$ cat src/rtl/slow_interp.sv
// Slow-playback sample interpolator: one input sample per N output ticks,
// held or linearly interpolated, with a sequential restoring divider.
module slow_interp #(
  parameter int DW         = 16,
  parameter int FW         = 4,
  parameter int MAX_FACTOR = 8
) (
  input  logic          i_clk,
  input  logic          i_rst_n,
  input  logic          i_start,
  input  logic          i_pause,
  input  logic          i_mode,
  input  logic [FW-1:0] i_factor,
  input  logic          i_tick,
  input  logic [DW-1:0] i_data,
  input  logic          i_data_valid,
  output logic          o_data_ready,
  output logic [DW-1:0] o_data,
  output logic          o_valid,
  output logic          o_underrun,
  output logic          o_tick_drop
);

  localparam int PW = DW + FW + 1;
  localparam int CW = $clog2(PW + 1);
  localparam logic [FW-1:0] NMAX = FW'(MAX_FACTOR);
  localparam logic [FW-1:0] ONE  = FW'(1);
  localparam logic [CW-1:0] CLAST = CW'(PW - 1);

  typedef enum logic [1:0] {
    IDLE,
    SETUP,
    DIV,
    DONE
  } state_t;

  state_t        state;
  logic [DW-1:0] d1, d2, buf_q;
  logic          buf_full;
  logic [FW-1:0] k, n_lat;
  logic          mode_lat;
  logic [FW-1:0] rem;
  logic [PW-1:0] quo;
  logic          neg;
  logic [CW-1:0] cnt;

  logic [FW-1:0] n_eff, kk;
  logic [DW:0]   diff;
  logic [PW-1:0] diff_x, prod, mag, q_s;
  logic [FW:0]   trial, rem_nx;
  logic          ge;
  logic          tick_go, consume, accept;

  assign o_data_ready = ~buf_full;

  // Effective slow factor, operand preparation and one divider step
  always_comb begin
    n_eff = i_factor;
    if (i_factor <= ONE) n_eff = ONE;
    else if (i_factor > NMAX) n_eff = NMAX;
    kk     = mode_lat ? k : '0;
    diff   = {d2[DW-1], d2} - {d1[DW-1], d1};
    diff_x = {{FW{diff[DW]}}, diff};
    prod   = diff_x * {{(PW-FW){1'b0}}, kk};
    mag    = prod[PW-1] ? (~prod + 1'b1) : prod;
    trial  = {rem, quo[PW-1]};
    ge     = trial >= {1'b0, n_lat};
    rem_nx = ge ? (trial - {1'b0, n_lat}) : trial;
    q_s    = neg ? (~quo + 1'b1) : quo;
  end

  assign tick_go = i_tick & ~i_pause;
  assign consume = (state == IDLE) & tick_go & (k == '0) & buf_full;
  assign accept  = i_data_valid & ~buf_full & ~i_start;

  // Sequencer, history, input buffer and divider datapath
  always_ff @(posedge i_clk or negedge i_rst_n) begin
    if (!i_rst_n) begin
      state       <= IDLE;
      d1          <= '0;
      d2          <= '0;
      buf_q       <= '0;
      buf_full    <= 1'b0;
      k           <= '0;
      n_lat       <= ONE;
      mode_lat    <= 1'b0;
      rem         <= '0;
      quo         <= '0;
      neg         <= 1'b0;
      cnt         <= '0;
      o_data      <= '0;
      o_valid     <= 1'b0;
      o_underrun  <= 1'b0;
      o_tick_drop <= 1'b0;
    end else begin
      o_valid     <= 1'b0;
      o_underrun  <= 1'b0;
      o_tick_drop <= 1'b0;
      if (i_start) begin
        state    <= IDLE;
        d1       <= '0;
        d2       <= '0;
        buf_full <= 1'b0;
        k        <= '0;
        rem      <= '0;
        quo      <= '0;
        cnt      <= '0;
        o_data   <= '0;
      end else begin
        buf_full <= accept | (buf_full & ~consume);
        if (accept) buf_q <= i_data;
        if (tick_go && state != IDLE) o_tick_drop <= 1'b1;
        unique case (state)
          IDLE: begin
            if (tick_go) begin
              if (k != '0) begin
                state <= SETUP;
              end else if (buf_full) begin
                d1       <= d2;
                d2       <= buf_q;
                n_lat    <= n_eff;
                mode_lat <= i_mode;
                state    <= SETUP;
              end else begin
                o_underrun <= 1'b1;
              end
            end
          end
          SETUP: begin
            quo   <= mag;
            neg   <= prod[PW-1];
            rem   <= '0;
            cnt   <= CLAST;
            state <= DIV;
          end
          DIV: begin
            rem <= rem_nx[FW-1:0];
            quo <= {quo[PW-2:0], ge};
            if (cnt == '0) state <= DONE;
            else cnt <= cnt - 1'b1;
          end
          DONE: begin
            o_data  <= d1 + q_s[DW-1:0];
            o_valid <= 1'b1;
            k       <= (k == n_lat - ONE) ? '0 : k + ONE;
            state   <= IDLE;
          end
          default: state <= IDLE;
        endcase
      end
    end
  end

endmodule

$ cat config.mk
export PLATFORM = sky130hd
export DESIGN_NAME = slow_interp
export DESIGN_NICKNAME = d
export VERILOG_FILES = /design/src/rtl/slow_interp.sv
export SDC_FILE = /design/constraint.sdc
export NUM_CORES = 1
export LEC_CHECK = 0
export CORE_ASPECT_RATIO = 1.2
export CORE_MARGIN = 4
export CORE_UTILIZATION = 35
export CTS_BUF_LIST = sky130_fd_sc_hd__clkbuf_4
export DETAILED_ROUTE_END_ITERATION = 10
export HOLD_SLACK_MARGIN = 0.02
export PLACE_DENSITY = 0.58
export SETUP_SLACK_MARGIN = 0.02
export SYNTH_ARGS = -nofsm -noshare
export SYNTH_HDL_FRONTEND = slang
export SYNTH_SLANG_ARGS = --single-unit
$ cat constraint.sdc
create_clock -name i_clk -period 10.2 [get_ports i_clk]
set_clock_uncertainty 0.2 [all_clocks]
set_input_delay 1.53 -clock i_clk [delete_from_list [all_inputs] [get_ports i_clk]]
set_output_delay 1.53 -clock i_clk [all_outputs]
set_load 0.05 [all_outputs]
==> qor.yml <==
cts:
  ctsHoldBuffers: 0
  clk_pin_slew_ns: 0.19
  h-tree-depth: 3
  post_cts_resized: 0
  cts-buffers-inserted: 9
  tritoncts: "yes"
  ctsRootBufferMaster: "clkbuf_4"
  skew_pair_late_insertion_delay_ns: 0.51
  cts_post_setup_buffers_inserted: 0
  clock-sinks: 110
  buffers_from_clock_root_to_sink_at_most: 2
placed_design:
  place_area_um2: 10200
  pre_cts_ws_ns: 3.14
  gpl.final_weighted_congestion: 0.881
  buffer_ports.inserted: 46
  place_hpwl_um: 19800
worst_setup_path:
  cp_slowest_stage_delay_ns: 0.70
  cp_data_required_time_ns: 10.45
  criticalPathCategory: "flip-flop to flip-flop"
  path_buf_inv: 2
  crit_path_cell_trace: "ha_1 -> fa_1 -> nand2b_1 -> a2111oi_0 -> or2_2 -> o21ai_0 -> nand2b_1 -> xnor2_1 -> nor2_1 -> fa_1 -> inv_1 -> fa_1 -> inv_1 -> ha_1 -> a21oi_1 -> o21ai_0 -> nand2_1 -> a31oi_1 -> o22ai_1 -> xnor3_1 -> or3_1 -> a311oi_1 -> a31o_2"
  cp_data_arrival_time_ns: 7.45
  cp.depth: 23
  critical-path-top-delay-family: "compound AO/OA/AOI/OAI gates"
  endpoint_kind: "flip-flop"
  biggest_fanout_along_the_worst_timing_path: 22
  critPathMostFrequentCell: "fa_1"
  reg2reg_setup_slack_ns: 3.00
  critical_path.slowest_cell: "xnor3_1"
  timing.reg2reg.worst_path_depth: 23
  crit_path_start_kind: "flip-flop"
synth:
  netlist_instances: 1152
  syn_area_um2: 9480
  synth_enable_flop_cells: 0
  ys.flop_type: "dfrtp_1"
  syn_avg_cell_area_um2: 8.23
  synth.yosys.seq_area_share_pct: 29.1
  synthesis.nets: 1284
  async_flop_share_pct: 100
  yosysUniqueCellTypes: 77
  synth.ff_latch_count: 110
  yosys_warnings: 0
grt:
  grt_pass1_vias: 8178
  wire_length_of_the_first_global_routing_pass_um: 42100
  grt-busiest-layer: "met2"
  globalRouteMet3Util_pct: 2.69
  grtUsageMet2_pct: 29.6
  largest_net_degree_at_the_start_of_global_routing: 62
  antenna_found_initial: 1
  groute.usage.overall_pct: 17.4
  grt_overflow: 0
  gr-usage-met1_pct: 22.1
final_layout:
  design_area_um2: 10400
  syn2layout_area_growth_pct: 9.60
  final_layout_size_suffix_gt1_share_pct: 6.21
  layout.nets: 1302
power:
  ir_drop_mv: 0.0993
  cellLeakagePower_nw: 4.52
  cellPowerDensity_nw_per_um2: 162
  report.power.total_mw: 1.68
detailed_routing:
  post_route_wl_um: 25300
  number_of_nets_with_antenna_violations_after_detailed_routing: 0
  wl_per_cell_um: 16.8
  detail_route.drc_violations: 0
  viasPerCell: 5.31
  dr.pass1.iters: 5
  drt_iter0_drc: 493
  vias: 8025
die:
  die_w_um: 158
  fp.dieH_um: 188
  design.die.area_um2: 29800
  floorplan.io_pins: 47
  placement_rows: 65
  initial_core_util_pct: 35.8
  core_area_um2: 26500
timing:
  final.hold.worst_slack_ns: 0.306
  worst_setup_slack_final_ns: 3.00
  hold_viol_final: 0
  fmaxAchievable_mhz: 139
  post_layout_min_period_ns: 7.20
  fin_tns_setup_ns: 0
  max-slew-margin-rel_pct: 26.9
  period_share_pct: 70.6
  worst_pin_slew_ns: 1.10
  setup_viol: 0
  final_max_slew_viol_count: 0
  setup_repair_after_global_routing_missed_its_margin: "no"
min_path:
  timing.hold.worst_path_depth: 1
  hp-class: "flip-flop to flip-flop"
outcome:
  run_status: "completed"
flow_run:
  max_cap_violations: 0
final timing paths:
check,startpoint,to
setup / recovery,d1[0]$_DFFE_PN0P_,quo[15]$_DFFE_PN0P_
hold / removal,buf_full$_DFF_PN0_,o_underrun$_DFF_PN0_
setup reg to reg,d1[0]$_DFFE_PN0P_,quo[15]$_DFFE_PN0P_
hold reg to reg,buf_full$_DFF_PN0_,o_underrun$_DFF_PN0_
max in group asynchronous,i_rst_n,d1[1]$_DFFE_PN0P_
min in group asynchronous,i_rst_n,d2[10]$_DFFE_PN0P_
worst register-to-register path, cell delays in order (launching register included):
cell and delay (ns):
dfrtp_1 0.44, ha_1 0.24, fa_1 0.44, nand2b_1 0.19, a2111oi_0 0.62, or2_2 0.24
o21ai_0 0.07, nand2b_1 0.10, xnor2_1 0.18, nor2_1 0.10, fa_1 0.51, inv_1 0.05
fa_1 0.54, inv_1 0.04, ha_1 0.41, a21oi_1 0.49, o21ai_0 0.18, nand2_1 0.11
a31oi_1 0.08, o22ai_1 0.29, xnor3_1 0.70, or3_1 0.48, a311oi_1 0.29, a31o_2 0.15
per-stage QoR:
stage,utilization [%],instances
after floorplan,-,1152
after global placement,38.5,1494
after detailed placement,38.5,1494
after CTS,39.2,1510
after global routing,39.2,1511
final,39.2,1511
layer usage:
| metal | wire length (um) | part of all wire, % |
|---|---|---|
| met1 | 11100 | 44 |
| met2 | 12200 | 48 |
| met3 | 1130 | 4.5 |
| met4 | 904 | 3.6 |
| met5 | 0 | 0 |
report_power, final:
group	total (mW)	switching [mW]	internal (mW)
Clock	0.261	0.178	0.0828
Sequential	0.597	0.0948	0.502
Combinational	0.821	0.495	0.327
area by class of cell:
class	count	area, um2
tap	335	419
fill	2779	16100
clock inverter	7	100
timing repair buffer	51	490
multi-input combinational	875	6090
antenna	1	2.50
sequential	110	2750
clock buffer	9	67.6
inverter	123	463
flip-flops by register name, indices dropped and copies added (netlist names), 4 cells and up:
signal	count
d2	16
d1	16
buf_q	16
cnt	5
k	4
n_lat	4
quo	21
o_data	16
rem	4
placed cells by master, fill, tap and decap left out, types with 4 or more instances in the layout:
master / count
a21boi_0: 4
a21o_1: 8
a21oi_1: 76
a22oi_1: 6
a311oi_1: 5
a31o_2: 4
a31oi_1: 14
and2_1: 5
and3_1: 6
buf_4: 6
clkbuf_4: 9
clkdlybuf4s50_1: 44
dfrtp_1: 109
fa_1: 38
ha_1: 67
inv_1: 121
mux2_2: 18
mux2i_1: 6
nand2_1: 147
nand2b_1: 16
nand3_1: 25
nand4_1: 5
nor2_1: 112
nor2b_1: 9
nor3_1: 28
nor4_1: 7
o211ai_1: 7
o21a_1: 6
o21ai_0: 76
o22ai_1: 4
o311ai_0: 4
o31ai_1: 9
o41ai_1: 4
or2_2: 18
or3_1: 11
or4_1: 4
xnor2_1: 47
xor2_1: 20
Yosys cell counts (all sizes together), types with 6 or more instances:
library cell,instances,area [um2]
or2,19,119
nand2b,16,100
nor2,112,420
fa,38,761
ha,67,838
nor4,8,56.3
mux2,18,203
o21a,6,45.0
nor3,29,145
inv,121,454
nand2,147,552
or3,11,68.8
a21o,8,60.1
a22oi,6,45.0
clkbuf,39,146
nor2b,9,56.3
a21oi,76,380
a31oi,14,87.6
mux2i,6,60.1
xnor2,47,412
xor2,20,175
and3,6,37.5
dfrtp,109,2730
o211ai,8,65.1
o21ai,78,390
o31ai,9,67.6
nand3,26,135
cell families after synthesis:
logic type / Yosys count / synth area share (%)
flops: 110 / 29.1
compound gates: 267 / 17.9
xor+xnor: 69 / 6.67
fa+ha+maj: 105 / 16.9
buf+inv: 167 / 6.73
simple gates: 410 / 20.0
mux: 24 / 2.77
(Power assumes the default switching activity.)
==> RTL edit: new RTL, same flow settings <==
Register the input `i_mode` before use. The logic sees it one clock later. The other inputs are not delayed to match.
--- a/src/rtl/slow_interp.sv
+++ b/src/rtl/slow_interp.sv
@@ -33,6 +33,12 @@
     DIV,
     DONE
   } state_t;
+
+  logic i_mode_q;
+
+  always_ff @(posedge i_clk) begin
+    i_mode_q <= i_mode;
+  end
 
   state_t        state;
   logic [DW-1:0] d1, d2, buf_q;
@@ -119,7 +125,7 @@
                 d1       <= d2;
                 d2       <= buf_q;
                 n_lat    <= n_eff;
-                mode_lat <= i_mode;
+                mode_lat <= i_mode_q;
                 state    <= SETUP;
               end else begin
                 o_underrun <= 1'b1;
Behaviour: no difference found for any inputs over 10 cycles, from zero or initial values and one cycle with i_rst_n low; that may be too few to reach the edited logic, so the function may still have changed.
==> RTL edit against the unedited design <==
  * Design area fell by 2.9%
  * Routed wire length shrank 14%
  * Critical endpoint is now quo[8]
  * Sequential cell count rose by 1
  * Worst hold slack gained 0.013 ns
  * Power is 21% lower
  * Synthesized area fell by 3.3%
  * Worst setup slack better by 0.11 ns
==> RTL edit: results (changes against the unedited design) <==
{
  "m1WireLength": {"value": 9.945, "unit": "mm", "change": "was 11.08 mm"},
  "worstMarginPinSlew": {"value": 0.9635, "unit": "ns", "change": "was 1.096 ns"},
  "status": {"value": "finished, final reports clean", "change": "unchanged"},
  "post-place-ws": {"value": 3.201, "unit": "ns", "change": "was 3.136 ns"},
  "global_route.usage.total": {"value": 15.71, "unit": "%", "change": "was 17.44%"},
  "gp_routability_congestion": {"value": 0.8353, "change": "was 0.8809"},
  "critical_path_peak_fanout": {"value": 21, "change": "was 22"},
  "crit_arrival": {"value": 7.34, "unit": "ns", "change": "was 7.45 ns"},
  "synth_common_cells": {"value": "nand2_1, inv_1, dfrtp_1", "change": "was nand2_1, inv_1, nor2_1"},
  "route.vias.total": {"value": 7349, "change": "was 8025"},
  "final.signal_buffer_count": {"value": 53, "change": "was 51"},
  "design.final.nets": {"value": 1228, "change": "was 1302"},
  "timing.rr.start": {"value": "d1[1]", "change": "was d1[0]"},
  "groute.layer.met2.usage": {"value": 28.18, "unit": "%", "change": "was 29.61%"},
  "netlist_top_cells_area": {"value": "dfrtp_1, ha_1, fa_1, nand2_1, xnor2_1", "change": "was dfrtp_1, ha_1, fa_1, nand2_1, inv_1"},
  "num-fill-cells": {"value": 2686, "change": "was 2779"},
  "postLayoutCoreUtil": {"value": 39.38, "unit": "%", "change": "was 39.18%"},
  "grt_pass1_wl": {"value": 36.96, "unit": "mm", "change": "was 42.08 mm"},
  "grt_util_met1": {"value": 19.55, "unit": "%", "change": "was 22.05%"},
  "synthDistinctLibCells": {"value": 78, "change": "was 77"},
  "finalInstanceArea": {"value": 10090, "unit": "um2", "change": "was 10390 um2"},
  "hold_path_end": {"value": "rem[3]", "change": "was o_underrun"},
  "async_reset_ff_share": {"value": 99.10, "unit": "%", "change": "was 100.0%"},
  "proportion_of_layout_cells_with_a_drive_suffix_above_1": {"value": 7.811, "unit": "%", "change": "was 6.213%"},
  "total_leakage_power": {"value": 0.004499, "unit": "uW", "change": "was 0.004519 uW"},
  "final_antenna_diode_count": {"value": 2, "change": "was 1"},
  "layout.area.seq": {"value": 2774, "unit": "um2", "change": "was 2754 um2"},
  "drt_wl_total": {"value": 21.73, "unit": "mm", "change": "was 25.34 mm"},
  "final.hold.worst_slack": {"value": 0.3188, "unit": "ns", "change": "was 0.3061 ns"}
}
-- RTL edit: cell count changes in the layout (fill, tap and decap cells not counted), moves of 5 or more --
cell      delta
a21o_1      +11
a22o_1      +10
a311oi_1     -5
and3_1       +8
inv_1        -7
nand2_1     -22
nor2_1       -8
nor3_1      -14
nor4_1       -6
o211ai_1     -6
o21ai_0     -29
o21ai_1      +5
xnor2_1      +6
-- RTL edit: kinds of logic (layout without fill, tap and decap cells) --
group           count (synthesis)  count (layout)  synth area share (%)
other cells                     0               2                     0
buf+inv                       154             187                 6.524
simple gates                  361             361                 18.74
mux                            22              22                 2.634
flops                         111             111                 30.26
compound gates                240             240                 16.95
xor+xnor                       75              75                 7.452
fa+ha+maj                     105             105                 17.44
-- RTL edit: power groups by stage --
stage | clock network, uW | registers [uW] | logic (uW)
after detailed placement | 0 | 571 | 526
after global placement | 0 | 570 | 523
after floorplan | 0 | 550 | 398
after global routing | 269 | 572 | 590
final | 246 | 562 | 523
after CTS | 253 | 562 | 529
